### src/rtl/cipher_stream_engine.sv
// Stream decryption engine: captures a master word, serialises it MSB-first into
// symbols, decrypts each symbol and queues it in a show-ahead ready/valid FIFO.
module cipher_stream_engine #(
  parameter int unsigned MST_DWIDTH = 32,
  parameter int unsigned SYS_DWIDTH = 8,
  parameter int unsigned KEY_WIDTH  = 16,
  parameter int unsigned FIFO_DEPTH = 4
) (
  input  logic                  clk_sys,
  input  logic                  rst,
  input  logic [MST_DWIDTH-1:0] data_i,
  input  logic                  valid_i,
  output logic                  busy,
  input  logic [1:0]            mode_i,
  input  logic [KEY_WIDTH-1:0]  key_i,
  output logic [SYS_DWIDTH-1:0] data_o,
  output logic                  valid_o,
  input  logic                  ready_i,
  output logic [15:0]           sym_count_o,
  output logic [7:0]            drop_count_o
);

  localparam int unsigned LANES  = MST_DWIDTH / SYS_DWIDTH;
  localparam int unsigned LANE_W = (LANES > 1) ? $clog2(LANES) : 1;
  localparam int unsigned PTR_W  = (FIFO_DEPTH > 1) ? $clog2(FIFO_DEPTH) : 1;
  localparam int unsigned CNT_W  = PTR_W + 1;

  typedef enum logic [0:0] {
    S_IDLE   = 1'b0,
    S_SERIAL = 1'b1
  } state_t;

  state_t                r_state;
  state_t                w_next_state;
  logic [MST_DWIDTH-1:0] r_word;
  logic [1:0]            r_mode;
  logic [SYS_DWIDTH-1:0] r_key;
  logic [LANE_W-1:0]     r_lane;
  logic [15:0]           r_n;
  logic [1:0]            r_prev_mode;
  logic [SYS_DWIDTH-1:0] r_mem [FIFO_DEPTH];
  logic [PTR_W-1:0]      r_wr_ptr;
  logic [PTR_W-1:0]      r_rd_ptr;
  logic [CNT_W-1:0]      r_count;
  logic [15:0]           r_sym_count;
  logic [7:0]            r_drop_count;

  logic                  w_capture;
  logic                  w_full;
  logic                  w_push;
  logic                  w_pop;
  logic                  w_last_lane;
  logic                  w_drop;
  logic [MST_DWIDTH-1:0] w_shifted;
  logic [SYS_DWIDTH-1:0] w_lane;
  logic [SYS_DWIDTH-1:0] w_dec;
  logic                  w_unused_key;

  assign w_unused_key = ^key_i[KEY_WIDTH-1:SYS_DWIDTH];

  assign w_capture   = (r_state == S_IDLE) && valid_i;
  assign w_drop      = (r_state == S_SERIAL) && valid_i;
  assign w_full      = (r_count == CNT_W'(FIFO_DEPTH));
  assign w_push      = (r_state == S_SERIAL) && !w_full;
  assign w_pop       = (r_count != '0) && ready_i;
  assign w_last_lane = (r_lane == LANE_W'(LANES - 1));

  assign busy        = (r_state == S_SERIAL);
  assign valid_o     = (r_count != '0);
  assign data_o      = r_mem[r_rd_ptr];
  assign sym_count_o  = r_sym_count;
  assign drop_count_o = r_drop_count;

  // MSB-first lane select: shift the current lane up to the top of the word.
  assign w_shifted = r_word << (r_lane * SYS_DWIDTH);
  assign w_lane    = w_shifted[MST_DWIDTH-1 -: SYS_DWIDTH];

  always_comb begin
    w_dec = w_lane;
    case (r_mode)
      2'd0:    w_dec = w_lane - r_key;
      2'd1:    w_dec = w_lane ^ r_key;
      2'd2:    w_dec = w_lane - (r_key + r_n[SYS_DWIDTH-1:0]);
      default: w_dec = w_lane;
    endcase
  end

  always_ff @(posedge clk_sys or posedge rst) begin
    if (rst) r_state <= S_IDLE;
    else     r_state <= w_next_state;
  end

  always_comb begin
    w_next_state = r_state;
    case (r_state)
      S_IDLE:   if (valid_i) w_next_state = S_SERIAL;
      S_SERIAL: if (w_push && w_last_lane) w_next_state = S_IDLE;
      default:  w_next_state = S_IDLE;
    endcase
  end

  // Word capture, lane sequencing and rolling-key counter.
  always_ff @(posedge clk_sys or posedge rst) begin
    if (rst) begin
      r_word      <= '0;
      r_mode      <= '0;
      r_key       <= '0;
      r_lane      <= '0;
      r_n         <= '0;
      r_prev_mode <= '0;
    end else if (w_capture) begin
      r_word      <= data_i;
      r_mode      <= mode_i;
      r_key       <= key_i[SYS_DWIDTH-1:0];
      r_lane      <= '0;
      r_prev_mode <= mode_i;
      if (mode_i != r_prev_mode) r_n <= '0;
    end else if (w_push) begin
      r_lane <= r_lane + LANE_W'(1);
      if (r_mode == 2'd2) r_n <= r_n + 16'd1;
    end
  end

  // Output FIFO; a pop in a full cycle frees the slot only on the next cycle.
  always_ff @(posedge clk_sys or posedge rst) begin
    if (rst) begin
      for (int i = 0; i < int'(FIFO_DEPTH); i++) r_mem[i] <= '0;
      r_wr_ptr <= '0;
      r_rd_ptr <= '0;
      r_count  <= '0;
    end else begin
      if (w_push) begin
        r_mem[r_wr_ptr] <= w_dec;
        r_wr_ptr        <= r_wr_ptr + PTR_W'(1);
      end
      if (w_pop) r_rd_ptr <= r_rd_ptr + PTR_W'(1);
      case ({w_push, w_pop})
        2'b10:   r_count <= r_count + CNT_W'(1);
        2'b01:   r_count <= r_count - CNT_W'(1);
        default: r_count <= r_count;
      endcase
    end
  end

  always_ff @(posedge clk_sys or posedge rst) begin
    if (rst) begin
      r_sym_count  <= '0;
      r_drop_count <= '0;
    end else begin
      if (w_pop) r_sym_count <= r_sym_count + 16'd1;
      if (w_drop && (r_drop_count != 8'hFF)) r_drop_count <= r_drop_count + 8'd1;
    end
  end

endmodule

### config.mk
export PLATFORM = sky130hd
export DESIGN_NAME = cipher_stream_engine
export DESIGN_NICKNAME = d
export VERILOG_FILES = /design/src/rtl/cipher_stream_engine.sv
export SDC_FILE = /design/constraint.sdc
export NUM_CORES = 1
export LEC_CHECK = 0
export CAP_MARGIN = 20
export CORE_MARGIN = 5
export CORE_UTILIZATION = 59
export DETAILED_ROUTE_END_ITERATION = 10
export GPL_TIMING_DRIVEN = 0
export PLACE_DENSITY = 0.95
export SYNTH_ARGS = -nofsm -noshare
export SYNTH_HDL_FRONTEND = slang
export SYNTH_SLANG_ARGS = --single-unit
### constraint.sdc
create_clock -name clk_sys -period 7.85 [get_ports clk_sys]
set_input_delay 1.57 -clock clk_sys [delete_from_list [all_inputs] [get_ports clk_sys]]
set_output_delay 1.57 -clock clk_sys [all_outputs]
set_load 0.01 [all_outputs]
Word-level counts from Yosys, hierarchy flattened
Cells that the tools add are included.
{"block": "word_totals", "ff_bits": 124, "output_inout_bits": 34, "word_cells": 74}
{"block": "op_classes", "addsub": 11, "n_lt_le_gt_ge": 3, "n_eq_ne": 9, "n_shift": 1, "n_mux": 17, "bitwise_logic": 4, "n_reduce_logical": 14}
{"op": "2-to-1 mux 16 bit", "n": 4}
{"op": "adder 16 x 1 -> 16 bit, second input constant", "n": 2}
{"op": "bitwise mux 32 bit", "n": 1}
{"op": "left shift 32 x 5 -> 32 bit", "n": 1}
{"op": "2-to-1 mux 8 bit", "n": 3}
{"op": "one-hot mux 8 bit (3 select lines)", "n": 1}
{"op": "binary-select mux 8 bit (select 2 bit)", "n": 1}
{"op": "demux 8 bit (select 2 bit)", "n": 1}
{"op": "subtractor 8 bit", "n": 2}
{"op": "adder 8 x 1 -> 8 bit, second input constant", "n": 1}
{"op": "adder 8 bit", "n": 1}
{"op": "inequality test 8 bit, second input constant", "n": 1}
{"op": "bitwise XOR 8 bit", "n": 1}
{"op": "logical AND 1 bit", "n": 7}
{"op": "adder 2 x 1 -> 2 bit, second input constant", "n": 3}
{"op": "== test 2 bit, second input constant", "n": 3}
{"op": "greater-or-equal comparator 3 bit, second input constant", "n": 2}
{"op": "inverter 2 -> 3 bit", "n": 2}
{"op": "one-hot mux 3 bit (2 select lines)", "n": 1}
{"op": "nonzero test 2 bit", "n": 3}
{"op": "== test 2 x 1 -> 1 bit, second input constant", "n": 2}
{"op": "2-to-1 mux 2 bit", "n": 2}
{"op": "adder 3 x 1 -> 3 bit, second input constant", "n": 1}
{"op": "== test 3 bit, second input constant", "n": 1}
{"op": "other kinds (11)", "n": 12}

Depth between registers and ports, before layout
Gate-level depths: netlist of run 1.
{"block": "logic_depth", "depth_word": 6, "mapped_depth": 13}

Worst setup path after synthesis of run 1
Ideal clock, no wire load.
{"block": "synth_path", "path_kind": "reg2reg", "start": "register r_lane[0]", "end": "register r_mem[14] in the netlist's numbering", "setup_ps": 125, "arrival_ps": 3237, "t_required_ps": 7725, "slack_ps": 4488, "stages_incl_launch_ff": 12, "n_path_buf": 1, "path_cell_list": "dfrtp_1 -> buf_2 -> mux4_1 -> fa_1 -> ha_1 -> nor2b_1 -> o21ai_0 -> a21boi_0 -> o21ai_0 -> mux2i_1 -> o31a_1 -> mux2_2"}
{"block": "synth_between", "elab_chain_len": 4, "elab_cells_between_ends": 6}
{"item": "start: declaration", "line": "38", "text": "logic [LANE_W-1:0] r_lane;"}
{"item": "start signal: assignment", "line": "119", "text": "r_lane <= r_lane + LANE_W'(1);"}
{"item": "left shift 32 x 5 -> 32 bit (*)", "line": "75", "text": "assign w_shifted = r_word << (r_lane * SYS_DWIDTH);"}
{"item": "subtractor 8 bit, or another cell as far along", "line": "83", "text": "2'd2: w_dec = w_lane - (r_key + r_n[SYS_DWIDTH-1:0]);"}
{"item": "one-hot mux 8 bit (3 select lines) (*)", "line": "80", "text": "case (r_mode)"}
{"item": "bitwise mux 32 bit (*)", "line": "133", "text": "r_mem[r_wr_ptr] <= w_dec;"}
{"item": "end signal: indexed assignment", "line": "133"}
{"item": "end: declaration", "line": "41", "text": "logic [SYS_DWIDTH-1:0] r_mem [FIFO_DEPTH];"}
Mark *: on every way between the ends. The rest lies on a longest branch, timed or not.
A chain may end at the register's enable or synchronous reset.

Worst setup path in the final report of run 1
{"block": "layout_path", "start": "register r_lane[0]", "end": "register r_mem[15] in the netlist's numbering"}
Same word-level chain as after synthesis.

==> out/qor.csv, run 1 <==
stage,metric,value,unit
sta,Final min period,4.15,ns
clocking,TritonCTS clock tree,done,
floorplan,Die Width,111,um
clocking,TritonCTS buffer count,17,
detailed_routing,vias per cell,5.80,
layout,"commonest non-fill, non-tap cells in the layout","144 x nand2_1, 116 x dfrtp_1, 79 x clkdlybuf4s50_1",
floorplan,IO Pins,88,
min_path,worst hold path depth,2,
floorplan,Initial Utilization,59.4,%
global_route,antenna violations before repair,0,
clocking,Clock Latency Late Sink,0.52,ns
worst_setup_path,reg-to-reg endpoint,r_mem[15],
detailed_routing,Routed Antenna Nets,0,
floorplan,Std-Cell Rows,37,
clocking,Post-CTS Setup Repair Bufs,0,
logic_synthesis,"Warnings, synthesis",0,
logic_synthesis,"Primary FF master, synth",dfrtp_1,
detailed_routing,DR pass1 iterations,5,
detailed_routing,Vias,4744,
layout,layout cells sized above 1,11.4,%
min_path,Worst Hold Class,flip-flop to flip-flop,
global_route,global-route usage over all layers,26.2,%
clocking,PostCTS Resize Cnt,0,
floorplan,Core ar.,10200,sq um
sta,clock skew,0.00850,ns
floorplan,die height,111,um
worst_setup_path,CP startpoint kind,flip-flop,
global_route,vias in the first global route,5175,
logic_synthesis,Mapped Nets,658,
status,outcome,"complete, no violations",
layout,"Core Util, Final",74.4,%
logic_synthesis,syn_area_per_cell,10.6,sq um
clocking,hold buffers post-CTS,0,
worst_setup_path,crit path DAT,4.55,ns
placement,Final HPWL DP,10.6,mm
detailed_routing,initial DRC count,369,
placement,Place WS,3.87,ns
layout,Area growth syn-to-layout,25.1,%
sta,Max Clock Freq,0.241,GHz
worst_setup_path,Crit Path Category,flip-flop to flip-flop,
sta,fin. max-slew vios,0,
worst_setup_path,Worst Path Required,8.25,ns
logic_synthesis,"EDFF count, synth",0,
logic_synthesis,Synth cell types,45,
sta,RSZ-0062 raised after global routing,no,
logic_synthesis,"Seq/Total Area, Yosys",47.9,%
layout,"commonest non-fill, non-tap cell in the layout",nand2_1,
global_route,first-pass GRT wire length,25.7,mm
logic_synthesis,Syn Std Cell Area,6050,sq um
clocking,H-tree Lvls,4,
clocking,Clk Tree Root Cell,clkbuf_8,
worst_setup_path,reg-to-reg startpoint,r_lane[0],
detailed_routing,WL/cell,19.0,um
global_route,largest net degree at the start of global routing,63,
clocking,Max Buffers Root-to-Sink,2,
clocking,clk sinks,116,
sta,post-route clock period utilization,52.8,%
layout,Final Net Count,757,
global_route,grt ovf,0,
sta,Finish-stage setup viols,0,
power_and_ir_drop,PwrDens,543,nW/um^2
logic_synthesis,flop and latch count out of synthesis,116,
placement,GPL Wtd Cong,0.866,
placement,port bufs,79,
sta,Slew HR,46.1,%
sta,Setup WS post-layout,3.70,ns
logic_synthesis,"FFs w/ async S/R, synth",100,%
worst_setup_path,Critical Path Sink Type,flip-flop,
worst_setup_path,FF-to-FF setup slack,3.70,ns
min_path,Hold Path Sink,r_word[19],
min_path,HP Start,r_word[19],
floorplan,Die Area,12400,sq um
power_and_ir_drop,Pwr Total,4.11,mW
sta,Hold Fails Final Rpt,0,
clocking,"CTS clk-pin slew, worst paths",0.06,ns
detailed_routing,DR DRC count,0,
run,Max-cap violations,0,
logic_synthesis,post-synthesis instance total,571,
sta,worst slew pin tran,0.809,ns
detailed_routing,final wirelength,15.6,mm
worst_setup_path,Register-to-Register Path Depth,11,
sta,TNS Setup,0,ns
power_and_ir_drop,Max IR drop VDD,0.000257,V
layout,Antenna diodes,0,
worst_setup_path,CP Max Fanout,10,
power_and_ir_drop,leakage power,3.48,nW
area by class of cell:
class                      count  area, sq um
clock buffer                  18          418
sequential                   116         2900
tap                          136          170
fill                         656         2610
multi-input combinational    401         2940
inverter                      34          130
buffer                        20         86.3
clock inverter                13          113
timing repair buffer          80          818
critical path, cell delays in order (launching register included):
cell and delay [ns]:
dfrtp_1 0.48, buf_2 0.34, mux4_1 0.68, fa_1 0.47, ha_1 0.38, a21oi_1 0.22
o221ai_1 0.24, a31oi_1 0.34, a21oi_1 0.16, xnor2_1 0.25, o221ai_2 0.17, mux2_2 0.29
worst max path at each step:
| stage | start | end | slack (ns) |
|---|---|---|---|
| detailed placement | valid_i | r_n[6] | 3.87 |
| global route | r_rd_ptr[0] | data_o[4] | 3.56 |
| CTS | r_rd_ptr[0] | data_o[4] | 3.65 |
| floorplan | rst | busy | 3.21 |
| global placement | rst | r_key[5] | 1.87 |
| finish | r_lane[0] | r_mem[15] | 3.70 |
state kept, by name (all words and copies together) (netlist names):
| name | cells |
|---|---|
| r_lane | 2 |
| r_key | 8 |
| r_wr_ptr | 2 |
| sym_count_o | 16 |
| r_mem | 32 |
| drop_count_o | 8 |
| r_word | 32 |
| r_count | 3 |
| busy | 1 |
| r_prev_mode | 2 |
| r_n | 8 |
| r_rd_ptr | 2 |
metrics by stage:
step | instances | instance area, sq um | hold WS [ns]
5_1_grt | 818 | 7580 | 0.488
3_5_place_dp | 787 | 7050 | 0.457
3_3_place_gp | 786 | 7020 | 0.450
2_1_floorplan | 571 | 6050 | 0.437
6_report | 818 | 7580 | 0.468
4_1_cts | 818 | 7580 | 0.470
power breakdown:
group          leakage [nW]  switching (mW)  total [mW]  internal (mW)
logic                  1.79            1.30        2.37           1.08
registers              1.44           0.178        1.04          0.863
clock network         0.257           0.281       0.697          0.416
cells by family after synthesis:
family                   after synthesis  synth area share (%)
AO/OA/AOI/OAI                         64                  6.59
XOR/XNOR                              44                  6.67
adder cells (fa/ha/maj)               33                  7.94
buffers and inverters                 54                  3.53
flip-flops                           116                  47.9
multiplexers                          54                  13.1
AND/OR/NAND/NOR                      206                  14.3
synthesized netlist by cell type, types with 9 or more instances:
| master | count | area share (%) |
|---|---|---|
| a21oi_1 | 14 | 1.2 |
| dfrtp_1 | 116 | 48 |
| fa_1 | 9 | 3.0 |
| mux2_2 | 28 | 5.2 |
| ha_1 | 24 | 5.0 |
| clkbuf_1 | 13 | 0.81 |
| inv_1 | 34 | 2.1 |
| nand2_1 | 144 | 8.9 |
| nand3_1 | 13 | 1.1 |
| mux2i_1 | 10 | 1.7 |
| mux4_2 | 9 | 3.3 |
| xnor2_1 | 31 | 4.5 |
| nor2_1 | 21 | 1.3 |
| o21ai_0 | 29 | 2.4 |
| xor2_1 | 12 | 1.7 |
metal layers:
layer | global-route usage, % | routed length [um]
met1 | 29.5 | 5980
met2 | 46.7 | 8160
met3 | 5.95 | 879
met4 | 12.7 | 553
met5 | 0 | 0
Power figures use the tool's default switching activity.
==> run 2, diff against run 1 <==
Settings changed: CORE_UTILIZATION 59 to 50, PLACE_DENSITY 0.95 to 0.86.
Clock period 7.85 ns to 3.7 ns, I/O delays scaled along.
==> out/qor.csv, run 2 (synthesis results as in run 1) <==
stage,metric,value,unit,change
power_and_ir_drop,register share of total power,24.7,%,-0.6 points
sta,TNS Setup,0,ns,unchanged
power_and_ir_drop,leakage power,3.51,nW,+0.69%
clocking,Clk Tree Root Cell,clkbuf_16,,
worst_setup_path,Setup crit start,r_lane[0],,
layout,Area growth syn-to-layout,26.9,%,
detailed_routing,WL/cell,17.8,um,-6.6%
clocking,Clock Latency Late Sink,0.41,ns,-0.11 ns
power_and_ir_drop,P_sw,3.67,mW,+110%
sta,RSZ-0062 raised after global routing,no,,
power_and_ir_drop,Max IR drop VDD,0.000493,V,+92%
global_route,vias in the first global route,5049,,-2.4%
status,outcome,"complete, no violations",,
floorplan,Std-Cell Rows,40,,+8.1%
sta,fin. max-slew vios,0,,unchanged
layout,"commonest non-fill, non-tap cell in the layout",nand2_1,,
floorplan,IO Pins,88,,unchanged
detailed_routing,Vias,4669,,-1.6%
global_route,largest net degree at the start of global routing,47,,-25%
clocking,clk sinks,116,,unchanged
power_and_ir_drop,Clock Power Share,17.6,%,+0.6 points
detailed_routing,Routed Antenna Nets,0,,unchanged
worst_setup_path,reg-to-reg endpoint,r_mem[22],,
worst_setup_path,Crit Path Category,flip-flop to flip-flop,,
worst_setup_path,"Buf+Inv Stages, Crit Path",3,,+2
min_path,Worst Hold Class,flip-flop to flip-flop,,
power_and_ir_drop,Comb pwr share,57.6,%,about the same
global_route,first-pass GRT wire length,24.6,mm,-4.5%
layout,layout cells sized above 1,12.7,%,+1.3 points
worst_setup_path,Worst Path Required,3.99,ns,-4.26 ns
clocking,Max Buffers Root-to-Sink,2,,unchanged
min_path,HP Start,r_word[19],,
floorplan,die height,120,um,+7.9%
worst_setup_path,CP startpoint kind,flip-flop,,
worst_setup_path,Critical Path Sink Type,flip-flop,,
sta,Hold Fails Final Rpt,0,,unchanged
worst_setup_path,reg-to-reg startpoint,r_lane[0],,
sta,clock skew,0.0109,ns,+0.00242 ns
floorplan,Core ar.,12000,sq um,+17%
detailed_routing,vias per cell,5.63,,-3.0%
worst_setup_path,crit path DAT,3.84,ns,-0.71 ns
layout,"Core Util, Final",64.2,%,-10 points
worst_setup_path,FF-to-FF setup slack,0.15,ns,-3.56 ns
detailed_routing,final wirelength,14.8,mm,-5.2%
power_and_ir_drop,Power Internal,5.23,mW,+120%
worst_setup_path,Worst path most repeated cell,a21o_1,,
sta,post-route clock period utilization,96.0,%,+43 points
detailed_routing,DR DRC count,0,,unchanged
worst_setup_path,"slowest stage cell, crit path",mux4_2,,
clocking,H-tree Lvls,4,,unchanged
placement,Final HPWL DP,10.5,mm,-1.1%
sta,Max Clock Freq,0.281,GHz,+17%
sta,Slew HR,45.9,%,-0.17 points
clocking,TritonCTS buffer count,17,,unchanged
run,Max-cap violations,0,,unchanged
power_and_ir_drop,PwrDens,1160,nW/um^2,+110%
worst_setup_path,critical path's largest stage delay,0.57,ns,-0.11 ns
worst_setup_path,Worst path top cell family by delay,compound AO/OA/AOI/OAI gates,,
floorplan,Die Width,120,um,+7.9%
placement,port bufs,79,,unchanged
placement,GPL Wtd Cong,0.863,,-0.44%
worst_setup_path,Crit path depth,13,,+2
worst_setup_path,CP Max Fanout,10,,unchanged
clocking,hold buffers post-CTS,0,,unchanged
clocking,"CTS clk-pin slew, worst paths",0.05,ns,about the same
layout,"commonest non-fill, non-tap cells in the layout","144 x nand2_1, 115 x dfrtp_1, 79 x clkdlybuf4s50_1",,
detailed_routing,initial DRC count,335,,-9.2%
layout,Final Net Count,759,,+0.26%
sta,Final min period,3.55,ns,-0.594 ns
global_route,antenna violations before repair,0,,unchanged
detailed_routing,DR pass1 iterations,5,,unchanged
power_and_ir_drop,switching fraction of total power,41.3,%,-1.4 points
worst_setup_path,crit path to,r_mem[22],,
floorplan,Initial Utilization,50.6,%,-8.8 points
floorplan,Die Area,14400,sq um,+16%
global_route,global-route usage over all layers,21.7,%,-4.5 points
layout,Antenna diodes,0,,unchanged
worst_setup_path,Register-to-Register Path Depth,13,,+2
sta,Finish-stage setup viols,0,,unchanged
sta,worst slew pin tran,0.812,ns,+0.00255 ns
worst_setup_path,critical-path cell list,buf_8 > mux4_2 > inv_1 > ha_1 > inv_1 > fa_1 > a21o_1 > a21o_1 > a21o_1 > a211oi_1 > a311oi_1 > o31a_1 > mux2_2,,
clocking,TritonCTS clock tree,done,,
global_route,grt ovf,0,,unchanged
run 2: cell count changes in the layout (fill, tap and decap cells not counted), sizes merged:
cell / delta
buf: +2
bufinv: +1
clkbuf: +3
clkinv: -3
clkinvlp: -1
inv: -1
run 2: worst min-delay path by stage:
stage,to,slack [ns],cells after the start
2_1_floorplan,r_word[16],0.44,2
3_3_place_gp,r_word[10],0.45,2
3_5_place_dp,r_word[19],0.45,2
4_1_cts,r_word[19],0.47,2
5_1_grt,r_word[19],0.49,2
6_report,r_word[19],0.46,2
run 2: repair_timing:
action                     in CTS  in global routing
resized for setup               7                  8
pin swaps                       1                  0
setup endpoints to repair      19                 16
setup buffers                   0                  1
run 2: tightest hold or removal path, cell delays in order (launching register included):
cell and delay, ns:
dfrtp_1 0.33, nand2_1 0.05, nand2_1 0.05
run 2: layout make-up:
| cell class | instances | area (sq um) |
|---|---|---|
| buffer | 20 | 96.3 |
| clock buffer | 21 | 460 |
| clock inverter | 9 | 105 |
| fill | 888 | 4280 |
| inverter | 34 | 131 |
| multi-input combinational | 401 | 2960 |
| sequential | 116 | 2900 |
| tap | 147 | 184 |
| timing repair buffer | 82 | 838 |
run 2: metrics by stage:
step	power [mW]	worst slack [ns]	area [sq um]	std cells	hold slack [ns]
final	8.90	0.147	7680	830	0.464
after CTS	8.79	0.0308	7650	829	0.468
after detailed placement	7.03	-0.244	7070	799	0.455
after global routing	9.56	0.0403	7680	830	0.492
after floorplan	5.61	0.338	6060	571	0.437
after global placement	6.70	-0.153	7030	797	0.449
run 2: metal layers:
metal	part of all wire (%)	GRT usage [%]
met1	41	26.6
met2	51	36.7
met3	5.8	4.71
met4	2.4	9.59
met5	0	0
run 2: power by group through the flow:
stage	combinational [mW]	clock (mW)	sequential, mW
CTS	5.01	1.59	2.19
detailed placement	4.83	0	2.19
floorplan	3.48	0	2.12
global placement	4.55	0	2.15
finish	5.13	1.57	2.20
global route	5.65	1.65	2.26
